--- src/rtl/clock_display_pkg.sv ---
// clock_display_pkg
// Shared definitions for the clock display block: FSM state encoding,
// active-high seven-segment digit patterns (bit0 = seg a .. bit6 = seg g),
// the number of double-dabble steps, and the BCD digit-adjust helper.
package clock_display_pkg;

    typedef enum logic [1:0] {
        IDLE = 2'd0,
        CONV = 2'd1,
        DONE = 2'd2
    } state_e;

    localparam logic [6:0] SEG_0     = 7'h3F;
    localparam logic [6:0] SEG_1     = 7'h06;
    localparam logic [6:0] SEG_2     = 7'h5B;
    localparam logic [6:0] SEG_3     = 7'h4F;
    localparam logic [6:0] SEG_4     = 7'h66;
    localparam logic [6:0] SEG_5     = 7'h6D;
    localparam logic [6:0] SEG_6     = 7'h7D;
    localparam logic [6:0] SEG_7     = 7'h07;
    localparam logic [6:0] SEG_8     = 7'h7F;
    localparam logic [6:0] SEG_9     = 7'h6F;
    localparam logic [6:0] SEG_BLANK = 7'h00;

    // Every field is presented to the converter as 6 binary bits.
    localparam int CONV_STEPS = 6;

    // Double-dabble correction: any BCD nibble >= 5 gets +3 so that the
    // following left shift carries correctly into the next decade.
    function automatic logic [7:0] dd_adjust(input logic [7:0] bcd);
        logic [3:0] lo;
        logic [3:0] hi;
        lo = bcd[3:0];
        hi = bcd[7:4];
        if (lo >= 4'd5) lo = lo + 4'd3;
        if (hi >= 4'd5) hi = hi + 4'd3;
        return {hi, lo};
    endfunction

endpackage

--- src/rtl/clock_display_if.sv ---
// clock_display_if
// Bundles the time-of-day value feeding the display and the display-side
// results.
//   sec, min (6b), hr (5b) : binary time from the time-of-day counter
//   HEX0..HEX5 (7b)        : segment patterns, HEX5..HEX0 = HH MM SS
//   busy                   : a conversion is in flight
//   upd                    : one-cycle pulse when the HEX outputs change
// master = time source / observer side, slave = the display block.
interface clock_display_if;
    logic [5:0] sec;
    logic [5:0] min;
    logic [4:0] hr;
    logic [6:0] HEX0;
    logic [6:0] HEX1;
    logic [6:0] HEX2;
    logic [6:0] HEX3;
    logic [6:0] HEX4;
    logic [6:0] HEX5;
    logic       busy;
    logic       upd;

    modport master (
        output sec, min, hr,
        input  HEX0, HEX1, HEX2, HEX3, HEX4, HEX5, busy, upd
    );

    modport slave (
        input  sec, min, hr,
        output HEX0, HEX1, HEX2, HEX3, HEX4, HEX5, busy, upd
    );
endinterface

--- src/rtl/clock_display_seg7_decode.sv ---
// seg7_decode
// Combinational BCD digit to seven-segment pattern.
//   bcd (in, 4b)  : BCD digit 0..9; codes above 9 give a blank digit
//   seg (out, 7b) : bit0 = seg a .. bit6 = seg g
// ACTIVE_LOW = 1 inverts the pattern so a lit segment is driven as 0.
module seg7_decode
    import clock_display_pkg::*;
#(
    parameter bit ACTIVE_LOW = 1'b1
) (
    input  logic [3:0] bcd,
    output logic [6:0] seg
);

    logic [6:0] seg_hi;

    always_comb begin
        seg_hi = SEG_BLANK;
        case (bcd)
            4'd0:    seg_hi = SEG_0;
            4'd1:    seg_hi = SEG_1;
            4'd2:    seg_hi = SEG_2;
            4'd3:    seg_hi = SEG_3;
            4'd4:    seg_hi = SEG_4;
            4'd5:    seg_hi = SEG_5;
            4'd6:    seg_hi = SEG_6;
            4'd7:    seg_hi = SEG_7;
            4'd8:    seg_hi = SEG_8;
            4'd9:    seg_hi = SEG_9;
            default: seg_hi = SEG_BLANK;
        endcase
    end

    assign seg = ACTIVE_LOW ? ~seg_hi : seg_hi;

endmodule

--- src/rtl/clock_display.sv ---
// clock_display
// Watches the binary time-of-day value, and whenever it differs from the
// last value converted, runs a sequential double-dabble conversion of all
// three fields in parallel and registers six seven-segment digits.
//   clk  : system clock, all state on posedge
//   rst  : synchronous reset, active-high; discards any conversion
//   bus  : clock_display_if.slave (sec/min/hr in; HEX0..HEX5, busy, upd out)
// Parameter ACTIVE_LOW: 1 = segment lit when its bit is 0.
// Optional macro CLOCK_DISPLAY_BLANK_EN: when defined, a conversion result
// with an hours tens digit of 0 blanks HEX5 (leading-zero suppression).
module clock_display
    import clock_display_pkg::*;
#(
    parameter bit ACTIVE_LOW = 1'b1
) (
    input  logic            clk,
    input  logic            rst,
    clock_display_if.slave  bus
);

    localparam logic [1:0] ST_IDLE   = 2'(IDLE);
    localparam logic [1:0] ST_CONV   = 2'(CONV);
    localparam logic [1:0] ST_DONE   = 2'(DONE);
    localparam logic [2:0] LAST_STEP = 3'(CONV_STEPS - 1);
    localparam logic [6:0] ZERO_OUT  = ACTIVE_LOW ? ~SEG_0 : SEG_0;
`ifdef CLOCK_DISPLAY_BLANK_EN
    localparam logic [6:0] OFF_OUT   = ACTIVE_LOW ? ~SEG_BLANK : SEG_BLANK;
`endif

    logic [1:0] state;
    logic [2:0] step_cnt;

    // Last value handed to the converter; a difference triggers a new run.
    logic [5:0] sec_shadow;
    logic [5:0] min_shadow;
    logic [4:0] hr_shadow;

    // Binary shift registers and BCD accumulators, one pair per field.
    logic [5:0] sec_sr;
    logic [5:0] min_sr;
    logic [5:0] hr_sr;
    logic [7:0] sec_bcd;
    logic [7:0] min_bcd;
    logic [7:0] hr_bcd;

    logic [6:0] hex0;
    logic [6:0] hex1;
    logic [6:0] hex2;
    logic [6:0] hex3;
    logic [6:0] hex4;
    logic [6:0] hex5;
    logic       busy;
    logic       upd;

    logic [6:0] seg_s0;
    logic [6:0] seg_s1;
    logic [6:0] seg_m0;
    logic [6:0] seg_m1;
    logic [6:0] seg_h0;
    logic [6:0] seg_h1;

    logic       changed;

    assign changed = {bus.sec, bus.min, bus.hr} != {sec_shadow, min_shadow, hr_shadow};

    seg7_decode #(.ACTIVE_LOW(ACTIVE_LOW)) u_dec_s0 (.bcd(sec_bcd[3:0]), .seg(seg_s0));
    seg7_decode #(.ACTIVE_LOW(ACTIVE_LOW)) u_dec_s1 (.bcd(sec_bcd[7:4]), .seg(seg_s1));
    seg7_decode #(.ACTIVE_LOW(ACTIVE_LOW)) u_dec_m0 (.bcd(min_bcd[3:0]), .seg(seg_m0));
    seg7_decode #(.ACTIVE_LOW(ACTIVE_LOW)) u_dec_m1 (.bcd(min_bcd[7:4]), .seg(seg_m1));
    seg7_decode #(.ACTIVE_LOW(ACTIVE_LOW)) u_dec_h0 (.bcd(hr_bcd[3:0]),  .seg(seg_h0));
    seg7_decode #(.ACTIVE_LOW(ACTIVE_LOW)) u_dec_h1 (.bcd(hr_bcd[7:4]),  .seg(seg_h1));

    always_ff @(posedge clk) begin
        if (rst) begin
            state      <= ST_IDLE;
            step_cnt   <= 3'd0;
            sec_shadow <= 6'd0;
            min_shadow <= 6'd0;
            hr_shadow  <= 5'd0;
            sec_sr     <= 6'd0;
            min_sr     <= 6'd0;
            hr_sr      <= 6'd0;
            sec_bcd    <= 8'd0;
            min_bcd    <= 8'd0;
            hr_bcd     <= 8'd0;
            hex0       <= ZERO_OUT;
            hex1       <= ZERO_OUT;
            hex2       <= ZERO_OUT;
            hex3       <= ZERO_OUT;
            hex4       <= ZERO_OUT;
            hex5       <= ZERO_OUT;
            busy       <= 1'b0;
            upd        <= 1'b0;
        end else begin
            upd <= 1'b0;
            case (state)
                ST_IDLE: begin
                    // Inputs are only looked at here, so changes arriving
                    // mid-conversion are picked up on the next idle cycle.
                    if (changed) begin
                        sec_shadow <= bus.sec;
                        min_shadow <= bus.min;
                        hr_shadow  <= bus.hr;
                        sec_sr     <= bus.sec;
                        min_sr     <= bus.min;
                        hr_sr      <= {1'b0, bus.hr};  // zero pad: 6 steps for all
                        sec_bcd    <= 8'd0;
                        min_bcd    <= 8'd0;
                        hr_bcd     <= 8'd0;
                        step_cnt   <= 3'd0;
                        state      <= ST_CONV;
                        busy       <= 1'b1;
                    end
                end
                ST_CONV: begin
                    // Adjust, then shift the binary MSB into BCD bit 0.
                    {sec_bcd, sec_sr} <= {dd_adjust(sec_bcd), sec_sr} << 1;
                    {min_bcd, min_sr} <= {dd_adjust(min_bcd), min_sr} << 1;
                    {hr_bcd,  hr_sr}  <= {dd_adjust(hr_bcd),  hr_sr}  << 1;
                    if (step_cnt == LAST_STEP) begin
                        state <= ST_DONE;
                    end else begin
                        step_cnt <= step_cnt + 3'd1;
                    end
                end
                ST_DONE: begin
                    hex0  <= seg_s0;
                    hex1  <= seg_s1;
                    hex2  <= seg_m0;
                    hex3  <= seg_m1;
                    hex4  <= seg_h0;
`ifdef CLOCK_DISPLAY_BLANK_EN
                    hex5  <= (hr_bcd[7:4] == 4'd0) ? OFF_OUT : seg_h1;
`else
                    hex5  <= seg_h1;
`endif
                    upd   <= 1'b1;
                    busy  <= 1'b0;
                    state <= ST_IDLE;
                end
                default: begin
                    busy  <= 1'b0;
                    state <= ST_IDLE;
                end
            endcase
        end
    end

    assign bus.HEX0 = hex0;
    assign bus.HEX1 = hex1;
    assign bus.HEX2 = hex2;
    assign bus.HEX3 = hex3;
    assign bus.HEX4 = hex4;
    assign bus.HEX5 = hex5;
    assign bus.busy = busy;
    assign bus.upd  = upd;

endmodule
--- src/flat_wrapper.sv ---
// flat-port wrapper written by rule: the top's interface ports become plain ports
module clock_display_flat import clock_display_pkg::*;
#(
    parameter bit ACTIVE_LOW = 1'b1
)
  (clk, rst, bus_sec, bus_min, bus_hr, bus_HEX0, bus_HEX1, bus_HEX2, bus_HEX3, bus_HEX4, bus_HEX5, bus_busy, bus_upd);
  clock_display_if bus_i ();
  input  logic clk;
  input  logic rst;
  input wire logic [$bits(bus_i.sec)-1:0] bus_sec;
  input wire logic [$bits(bus_i.min)-1:0] bus_min;
  input wire logic [$bits(bus_i.hr)-1:0] bus_hr;
  output wire logic [$bits(bus_i.HEX0)-1:0] bus_HEX0;
  output wire logic [$bits(bus_i.HEX1)-1:0] bus_HEX1;
  output wire logic [$bits(bus_i.HEX2)-1:0] bus_HEX2;
  output wire logic [$bits(bus_i.HEX3)-1:0] bus_HEX3;
  output wire logic [$bits(bus_i.HEX4)-1:0] bus_HEX4;
  output wire logic [$bits(bus_i.HEX5)-1:0] bus_HEX5;
  output wire logic [$bits(bus_i.busy)-1:0] bus_busy;
  output wire logic [$bits(bus_i.upd)-1:0] bus_upd;
  assign bus_i.sec = bus_sec;
  assign bus_i.min = bus_min;
  assign bus_i.hr = bus_hr;
  assign bus_HEX0 = bus_i.HEX0;
  assign bus_HEX1 = bus_i.HEX1;
  assign bus_HEX2 = bus_i.HEX2;
  assign bus_HEX3 = bus_i.HEX3;
  assign bus_HEX4 = bus_i.HEX4;
  assign bus_HEX5 = bus_i.HEX5;
  assign bus_busy = bus_i.busy;
  assign bus_upd = bus_i.upd;
  clock_display #(.ACTIVE_LOW(ACTIVE_LOW)) u_core (.clk(clk), .rst(rst), .bus(bus_i));
endmodule
--- config.mk ---
export PLATFORM = sky130hd
export DESIGN_NAME = clock_display_flat
export DESIGN_NICKNAME = d
export VERILOG_FILES = /design/src/rtl/clock_display_pkg.sv /design/src/rtl/clock_display_if.sv /design/src/rtl/clock_display_seg7_decode.sv /design/src/rtl/clock_display.sv /design/src/flat_wrapper.sv
export SDC_FILE = /design/constraint.sdc
export NUM_CORES = 1
export LEC_CHECK = 0
export CAP_MARGIN = 40
export CORE_MARGIN = 3
export CORE_UTILIZATION = 50
export CTS_CLUSTER_DIAMETER = 80
export DETAILED_ROUTE_END_ITERATION = 12
export MAX_ROUTING_LAYER = met4
export PLACE_DENSITY = 0.73
export SLEW_MARGIN = 10
export SYNTH_ARGS = -nofsm -noshare
export SYNTH_HDL_FRONTEND = slang
export SYNTH_SLANG_ARGS = --single-unit
--- constraint.sdc ---
create_clock -name clk -period 4.7 [get_ports clk]
set_clock_uncertainty 0.05 [all_clocks]
set_input_delay 0.94 -clock clk [delete_from_list [all_inputs] [get_ports clk]]
set_output_delay 0.94 -clock clk [all_outputs]
set_load 0.02 [all_outputs]
# After elaboration in Yosys (flattened, before gate mapping)
# Memory sizes are Yosys's and may differ from the RTL's. A register that Yosys moved wholly into a read port is not among the register bits.
# Cells that the tools add are included.
# classes
order_cmp,6
n_reduce_logical,7
mux,37
n_bitwise,7
eq_ne,7
n_addsub,7
# op_table
operator,n
$mux 4,15
$pmux 8 s2,3
$not 7->7,6
$pmux 6 s2,3
$ge 4x3->1 const B,6
$mux 6,3
$ne 17x17->1,1
$mux 3,5
$add 4x2->4 const B,3
$add 3x2->3 const B,3
$mux 8,1
$reduce_and 2->1,4
$pmux 3 s2,1
$mux 2,2
$ne 2x1->1 const B,2
$pmux 2 s2,1
$add 3x1->3 const B,1
$eq 3x3->1 const B,1
$reduce_and 3->1,1
$eq 2x1->1 const B,1
$eq 2x2->1 const B,1
$logic_not 2->1,1
$mux 1,2
$ne 2x2->1 const B,1
other kinds (3),3
# word_totals
romBits,672
n_memories,6
regBits,108
# mem_list
memory,words,width,rd,rd_clocked_by_memory_dff,write_ports,line_no,text
(name not given),16,7,1,1,0,clock_display_seg7_decode.sv:19,case (bcd)
(name not given),16,7,1,1,0,clock_display_seg7_decode.sv:19,
(name not given),16,7,1,1,0,clock_display_seg7_decode.sv:19,
(name not given),16,7,1,1,0,clock_display_seg7_decode.sv:19,
(name not given),16,7,1,1,0,clock_display_seg7_decode.sv:19,
(name not given),16,7,1,1,0,clock_display_seg7_decode.sv:19,

# Depth between registers and ports, before layout
# Gate-level depths: netlist of run 1.
# logic_depth
word_depth,5
ltp_mapped,13
depth_no_buf,13

# Modules after synthesis
# Synthesis of run 1 repeated with hierarchy kept, for this count alone.
# unflattened
cells_unflattened,708
hier_area_um2,5783.0
# modules_own_cells
mod,seq_area_each_um2,n_inst,cells_each,area_per_inst_um2
clock_display,2162.1,1,541,4660.7
seg7_decode at u_core.u_dec_h1 ...,0.0,5,28,190.2
seg7_decode at u_core.u_dec_h0,0.0,1,27,171.4

# Least setup slack after synthesis of run 1
# Ideal clock, no wire load.
# synth_path
kind,input port to flip-flop
start,input port bus_sec[1]
end,"register, netlist name u_core.u_dec_h1.seg_hi[0]"
setup_slack_ps,1277
stages,10
path_buffers,1
setup_ps,79
arrival_ps,3293
path_cell_list,xor2_1 > nor4_2 > and3_1 > clkbuf_1 > a21oi_1 > a211oi_1 > inv_1 > ha_1 > or4_1 > o211ai_1
# synth_via
elab_chain_cells,5
# synth_rtl
element,line_no,text
"start, declared",flat_wrapper.sv:10,input wire logic [$bits(bus_i.sec)-1:0] bus_sec;
$ne 17x17->1,clock_display.sv:64,"assign changed = {bus.sec, bus.min, bus.hr} != {sec_shadow, min_shadow, hr_shadow};"
$ne 2x1->1 (no line),n/a,
$reduce_and 2->1 (no line),n/a,
$mux 4 (no line) (2 in series),n/a,
# Every way passes these cells.
# A chain may end at the register's enable or synchronous reset.

# Worst setup path after layout of run 1
# layout_path
start,input port bus_sec[1]
end,"register, netlist name u_core.u_dec_h1.seg_hi[0]"
# layout_via
elab_chain_cells,5
# layout_rtl
element,line_no
$ne 17x17->1,clock_display.sv:64
$ne 2x1->1 (no line),n/a
$reduce_and 2->1 (no line),n/a
$mux 4 (no line) (2 in series),n/a
# Every way passes these cells.

==> results of run 1 <==
[critical path, stage by stage]
cell and delay (ns):
clkdlybuf4s50_1 0.46, xor2_1 0.17, nor4_2 0.38, and3_1 0.40, a21oi_1 0.28, a211oi_1 0.58, inv_1 0.20, ha_1 0.25
or4_1 0.50, o211ai_1 0.10
[state kept, by name (all words and copies together), names as in the netlist, 7 cells and up]
| register | count |
|---|---|
| u_core.hr_bcd | 8 |
| u_core.min_bcd | 8 |
| u_core.sec_bcd | 8 |
| u_core.bus.HEX0 | 7 |
| u_core.bus.HEX1 | 7 |
| u_core.bus.HEX2 | 7 |
| u_core.bus.HEX3 | 7 |
| u_core.bus.HEX4 | 7 |
| u_core.bus.HEX5 | 7 |
| u_core.u_dec_h0.seg_hi | 7 |
| u_core.u_dec_h1.seg_hi | 7 |
| u_core.u_dec_m0.seg_hi | 7 |
| u_core.u_dec_m1.seg_hi | 7 |
| u_core.u_dec_s0.seg_hi | 7 |
| u_core.u_dec_s1.seg_hi | 7 |
[synthesized netlist by cell type (2+ instances only)]
cell type,number,share of area
clkinv_1,2,0.0011
nand2b_1,8,0.0073
dfxtp_1,150,0.44
nor3_1,3,0.0022
ha_1,50,0.092
nor2b_1,5,0.0046
a211o_1,8,0.010
o32ai_2,2,0.0048
nor4_2,2,0.0037
nand3_1,12,0.0088
nor2_1,98,0.054
nor3b_1,4,0.0044
o31ai_1,8,0.0088
clkbuf_1,35,0.019
inv_1,36,0.020
or4_1,7,0.0077
and2_1,5,0.0046
buf_2,2,0.0015
o21a_1,3,0.0033
a2bb2oi_1,2,0.0026
xnor2_1,14,0.018
o221ai_1,2,0.0026
a21o_1,2,0.0022
a22oi_1,7,0.0077
mux2i_1,5,0.0073
o21bai_1,2,0.0022
a211oi_1,55,0.060
o21ai_0,30,0.022
a222oi_1,14,0.021
mux2_2,6,0.0099
a21oi_1,44,0.032
o211ai_1,4,0.0044
o22ai_1,7,0.0064
and3_1,6,0.0055
or3_1,3,0.0027
a221oi_1,2,0.0026
a31oi_1,8,0.0073
nand2_1,73,0.040
a2111oi_0,5,0.0064
xor2_1,17,0.022
buf_1,7,0.0038
[power groups by stage]
| stage | registers [W] | logic, W | clock network (W) |
|---|---|---|---|
| after detailed placement | 0.00133 | 0.000110 | 0 |
| after global routing | 0.00131 | 0.000121 | 0.00158 |
| after global placement | 0.00133 | 0.000107 | 0 |
| final | 0.00130 | 0.000109 | 0.00150 |
| after floorplan | 0.00133 | 0.0000720 | 0 |
| after CTS | 0.00130 | 0.000110 | 0.00153 |
[cells by family after synthesis]
family,after synthesis
AO/OA/AOI/OAI,210
XOR/XNOR,31
adder cells (fa/ha/maj),50
buffers and inverters,82
flip-flops,150
multiplexers,11
AND/OR/NAND/NOR,230
[final cells by class]
class | instances | share of cell area
tap | 176 | 0.02667
clock buffer | 24 | 0.05955
sequential | 150 | 0.3636
multi-input combinational | 532 | 0.4268
clock inverter | 8 | 0.02030
inverter | 38 | 0.01727
timing repair buffer | 74 | 0.08576
[through the flow]
step / instances / setup WS [ns] / utilization
floorplan: 764 / 1.277 / -
global placement: 970 / 0.4718 / 0.5715
detailed placement: 970 / 0.3119 / 0.5715
CTS: 1002 / 0.7502 / 0.6211
global route: 1002 / 0.5550 / 0.6211
finish: 1002 / 0.7310 / 0.6211
[final timing paths]
kind,startpoint,endpoint,slack (ns)
worst max-delay path,bus_sec[1],u_core.u_dec_h1.seg_hi[0],0.73
worst min-delay path,u_core.u_dec_m1.seg_hi[4],u_core.bus.HEX3[4],0.35
worst max register to register,u_core.state[0],u_core.u_dec_s0.seg_hi[0],1.38
worst min register to register,u_core.u_dec_m1.seg_hi[4],u_core.bus.HEX3[4],0.35
[metal layers]
layer | vias to the layer above | global-route usage | part of all wire
met4 | 0 | 0.08188 | 0.014
li1 | 2801 | - | -
met2 | 141 | 0.3345 | 0.48
met5 | - | - | 0
met1 | 2597 | 0.2527 | 0.45
met3 | 20 | 0.04977 | 0.046
==> summary.txt, run 1 <==
Status
  • Run status: completed

Worst hold path
  • Hold depth: 1
  • Hold Crit Class: reg2reg

Job
  • Max Cap Violations: 0

GRT
  • Vias in the first global route: between 5000 and 6000
  • First-pass GRT wire length: 24400 µm
  • Total grt overflow: 0
  • Antenna violations before repair: 0
  • Pin count of the biggest net entering global routing: 73
  • Overall Global Routing Usage: 0.2081

Pwr
  • Switching share of power: 0.2002
  • Clock share of power: 0.515
  • Peak VDD IR: between 200 and 250 µV
  • Static leakage: ~3.1 nW
  • Comb power frac: 0.038
  • Internal power: 0.002330 W
  • Final total power: about 0.0029 W
  • Pwr dens: around 350 mW/mm²
  • Switch Pwr: 0.0005831 W
  • Reg power frac: 0.448

Final layout
  • Most frequent cells in the layout: dfxtp_1 (150), nor2_1 (97), nand2_1 (73)
  • FILL cells: ~1100
  • NumNets Final: roughly 880
  • Finished Cell Area: approximately 0.0083 mm²
  • Syn-to-layout area delta: 20.95%
  • Multi-input combinational cell area: approximately 0.0035 mm²
  • Sequential cell area: 0.003003 mm²
  • Most common cell after layout, fill and taps aside: dfxtp_1
  • # diodes: 0
  • Layout cell share with drive strength beyond 1: 0.07022

Detailed routing
  • DRC viols: 0
  • DR WL/cell: between 10 and 15 µm
  • Final wirelength: between 10000 and 15000 µm
  • Post-route ant nets: 0
  • Pre-Repair DR Iteration Count: 5
  • Starting DRT DRC Count: around 450
  • Vias: approximately 5600
  • Via/cell ratio: ~5.5

Clock tree
  • Post-cts resize count: 0
  • Hold-fix buffers, CTS: 0
  • Number of H-tree levels: 4
  • Clock tree sinks: 150
  • CTS Buf Count: 17
  • Root Buffer Master: clkbuf_16
  • Skew-Pair Late Insertion Delay: around 0.42 ns
  • CTS clock-pin slew for the worst setup and hold paths: approximately 0.060 ns
  • Post-CTS setup buffer count: 0
  • Clock tree from TritonCTS: done
  • Clk buf depth: 2

Floorplan
  • Chip Width: ~120 µm
  • Top Ports: 63
  • Die H: between 100 and 150 µm
  • Die ar.: around 0.015 mm²
  • Row count: 42
  • Initial Utilization: 0.5136
  • CORE AREA: around 0.013 mm²

STA
  • Final Setup Violations: 0
  • Slew Limit Fails: 0
  • Tmin final: around 4.0 ns
  • Peak Freq: 0.2520 GHz
  • Final hold violations: 0
  • Final setup TNS: 0 ns
  • Slew margin rel.: 0.4331
  • Hold_ws: around 0.35 ns
  • Final Cycle Share: 0.8445
  • Unrepaired setup endpoints after global routing: no
  • Slew @ Worst Pin: approximately 0.85 ns

Place
  • GPL Wtd Cong: between 0.8 and 0.9
  • Placed inst area: 0.007599 mm²
  • Post-DP HPWL: a little under 10000 µm
  • IO buf count: 62

Setup path
  • Worst r2r path cells: 8
  • CP Data Required Time: ~5 ns
  • Startpoint types: input pin
  • Critical Path End Type: flop
  • Arrival @ worst endpoint: 4.26 ns
  • CP Class: in2reg
  • Critical path peak fanout: 8

Yosys
  • Post-synthesis sequential area ratio: 0.4398
  • Synthesized cell area: between 0.006 and 0.007 mm²
  • EDFF count, synth: 0
  • Syn nets: roughly 830
  • Syn Area/Cell: 8.937 µm²
  • #FFs+latches synth: 150
  • Post-synth ARST share: 0
  • Post-synthesis mux area share: 0.01723
  • Simple-gate share of the synthesized area: 0.1525
  • Synth Area in Adders: 0.09163
  • XOR/XNOR Fraction of Synth Area: 0.03977
  • Distinct cells, synth: 50
  • Yosys warnings: 0
  • Cells after Synth: 764
  • Synth Area in Compound Gates: 0.2137
  • Main combinational cell family by area after synthesis: compound AO/OA/AOI/OAI gates
  • Prevailing post-synth register cell: dfxtp_1
No activity file was read; power rests on OpenSTA's default activity.
==> run 2, diff against run 1 <==
==> constraint.sdc (replaced) <==
create_clock -name clk -period 3.88 [get_ports clk]
set_clock_uncertainty 0.05 [all_clocks]
set_input_delay 0.776 -clock clk [delete_from_list [all_inputs] [get_ports clk]]
set_output_delay 0.776 -clock clk [all_outputs]
set_load 0.02 [all_outputs]
==> run 2 against run 1 <==
Critical path depth is the same. Utilization grew 1.2 points. Clock power grew 27%. Critical path type unchanged.
==> summary.txt, run 2 (synthesis results as in run 1) <==
Status
  • Run status: completed

Final layout
  • FILL cells: 1111 (+0.63%)
  • Layout cell share with drive strength beyond 1: 0.09253 (+0.02231)
  • Multi-input combinational cell area: 0.003525 mm² (unchanged)
  • # diodes: 0 (unchanged)
  • Most common cell after layout, fill and taps aside: dfxtp_1
  • NumNets Final: 899 (+1.9%)
  • Layout Cells excl Fill: 1019 (+1.7%)
  • Largest regs: u_core.hr_bcd (8), u_core.min_bcd (8), u_core.sec_bcd (8)
  • Most frequent cells in the layout: dfxtp_1 (150), nor2_1 (97), nand2_1 (73)
  • Sequential cell area: 0.003003 mm² (unchanged)
  • Syn-to-layout area delta: 23.36%

Clock tree
  • Post-CTS setup buffer count: 0 (unchanged)
  • Hold-fix buffers, CTS: 0 (unchanged)
  • Skew-Pair Late Insertion Delay: 0.42 ns (about the same)
  • CTS Buf Count: 17 (unchanged)
  • Number of H-tree levels: 4 (unchanged)
  • Clk buf depth: 2 (unchanged)
  • Clock tree from TritonCTS: done
  • CTS clock-pin slew for the worst setup and hold paths: 0.06 ns (about the same)
  • Post-cts resize count: 0 (unchanged)
  • Root Buffer Master: clkbuf_16
  • Clock tree sinks: 150 (unchanged)

STA
  • Hold_ws: 0.3530 ns (+0.003002 ns)
  • Unrepaired setup endpoints after global routing: no
  • Final Setup Violations: 0 (unchanged)
  • Slack of the critical path: 0.3915 ns (-0.3395 ns)
  • Tmin final: between 3 and 4 ns
  • Slew margin rel.: 0.3994 (-0.03370)
  • Slew @ Worst Pin: 0.9008 ns (+0.05171 ns)
  • Peak Freq: roughly 0.29 GHz
  • Slew Limit Fails: 0 (unchanged)
  • Final hold violations: 0 (unchanged)
  • Final Cycle Share: 0.8991

Place
  • IO buf count: 62 (unchanged)
  • Placed Instances: 987 (+1.8%)
  • Post-DP HPWL: 10540 µm (+5.9%)
  • Setup WS pre-CTS: -0.01604 ns (-0.3280 ns)
  • GPL Wtd Cong: 0.8460 (-1.3%)

Floorplan
  • Chip Width: 122.9 µm (unchanged)
  • Die H: 122.9 µm (unchanged)
  • Top Ports: 63 (unchanged)
  • Die ar.: 0.01509 mm² (unchanged)
  • CORE AREA: 0.01330 mm² (unchanged)
  • Initial Utilization: 0.5136 (unchanged)
  • Row count: 42 (unchanged)

Detailed routing
  • Starting DRT DRC Count: 380 (-15%)
  • DR WL/cell: 14.81 µm (+1.6%)
  • Vias: 5704 (+2.6%)
  • Post-route ant nets: 0 (unchanged)
  • Final wirelength: 15090 µm (+3.3%)
  • DRC viols: 0 (unchanged)
  • Via/cell ratio: 5.598 (+0.90%)
  • Pre-Repair DR Iteration Count: 8 (+3)

GRT
  • Antenna violations before repair: 0 (unchanged)
  • First-pass GRT wire length: 25290 µm (+3.6%)
  • Overall Global Routing Usage: 0.2130 (+0.004908)
  • Pin count of the biggest net entering global routing: 73 (unchanged)
  • Total grt overflow: 0 (unchanged)
  • Vias in the first global route: 5452 (+4.5%)

Pwr
  • Peak VDD IR: 285.7 µV (+15%)
  • Static leakage: 3.202 nW (+3.3%)
  • Final total power: 0.003621 W (+24%)
  • Pwr dens: 429.9 mW/mm² (+22%)

Setup path
  • Max stage delay cell, worst path: or4_1
  • CP Data Required Time: 4.17 ns (-0.82 ns)
  • Critical Path End Type: flop
  • Critical path peak fanout: 7 (-1)
  • CP Class: in2reg
  • Worst-path cell chain: clkdlybuf4s50_1, xor2_1, nor4_4, and3b_1, a21oi_1, a211oi_1, inv_1, ha_1, or4_1, o211ai_1
  • CP max stage delay: 0.51 ns (-0.07 ns)
  • Arrival @ worst endpoint: 3.78 ns (-0.48 ns)
  • Startpoint types: input pin

Job
  • Max Cap Violations: 0 (unchanged)

Worst hold path
  • Hold Crit Class: reg2reg
## run 2: changes by cell type in the layout (fill, tap and decap cells not counted)
cell        delta
buf_4         +17
bufinv_16      +1
clkinv_4       +1
inv_6          +2
clkbuf_1       -3
clkinvlp_4     -1
## run 2: where the power goes
group	total (W)	internal [W]	switching, W
registers	0.00158	0.00156	0.0000160
logic	0.000138	0.0000533	0.0000851
clock network	0.00190	0.00128	0.000627
total	0.00362	0.00289	0.000728
## run 2: final cells by class
type | count | share of cell area
Multi-Input combinational cell | 532 | 0.4184
Sequential cell | 150 | 0.3565
Timing Repair Buffer | 91 | 0.09923
Clock inverter | 11 | 0.02570
Tap cell | 176 | 0.02614
Clock buffer | 21 | 0.05704
Inverter | 38 | 0.01693
## run 2: critical path: cells and delay by family
| kind | cells | cell delay, ns |
|---|---|---|
| buffers and inverters | 2 | 0.59 |
| AOI/OAI and AO/OA | 3 | 0.75 |
| and+or+nand+nor | 3 | 1.25 |
| xor gates and xnor gates | 1 | 0.18 |
| adders and majority gates | 1 | 0.22 |
## run 2: stage by stage
step | setup TNS [ns] | instance area, µm² | utilization
2_1_floorplan | 0 | 6828 | -
3_3_place_gp | 0 | 7726 | 0.5811
3_5_place_dp | -0.01604 | 7726 | 0.5811
4_1_cts | 0 | 8423 | 0.6335
5_1_grt | 0 | 8423 | 0.6335
6_report | 0 | 8423 | 0.6335
## run 2: worst paths after layout
kind / start / endpoint / slack, ns / depth (start not counted)
hold / removal: u_core.u_dec_m0.seg_hi[4] / u_core.bus.HEX2[4] / 0.35 / 1
hold reg to reg: u_core.u_dec_m0.seg_hi[4] / u_core.bus.HEX2[4] / 0.35 / 1
setup / recovery: bus_hr[1] / u_core.u_dec_h1.seg_hi[0] / 0.39 / 10
setup reg to reg: u_core.sec_shadow[3] / u_core.u_dec_h1.seg_hi[0] / 0.88 / 9
## run 2: metal layers
metal | vias up | GRT usage | wire [µm]
met5 | - | - | 0
met4 | 0 | 0.08397 | 351
met3 | 32 | 0.04608 | 697
met2 | 156 | 0.3454 | 7380
li1 | 2834 | - | -
met1 | 2682 | 0.2591 | 6660
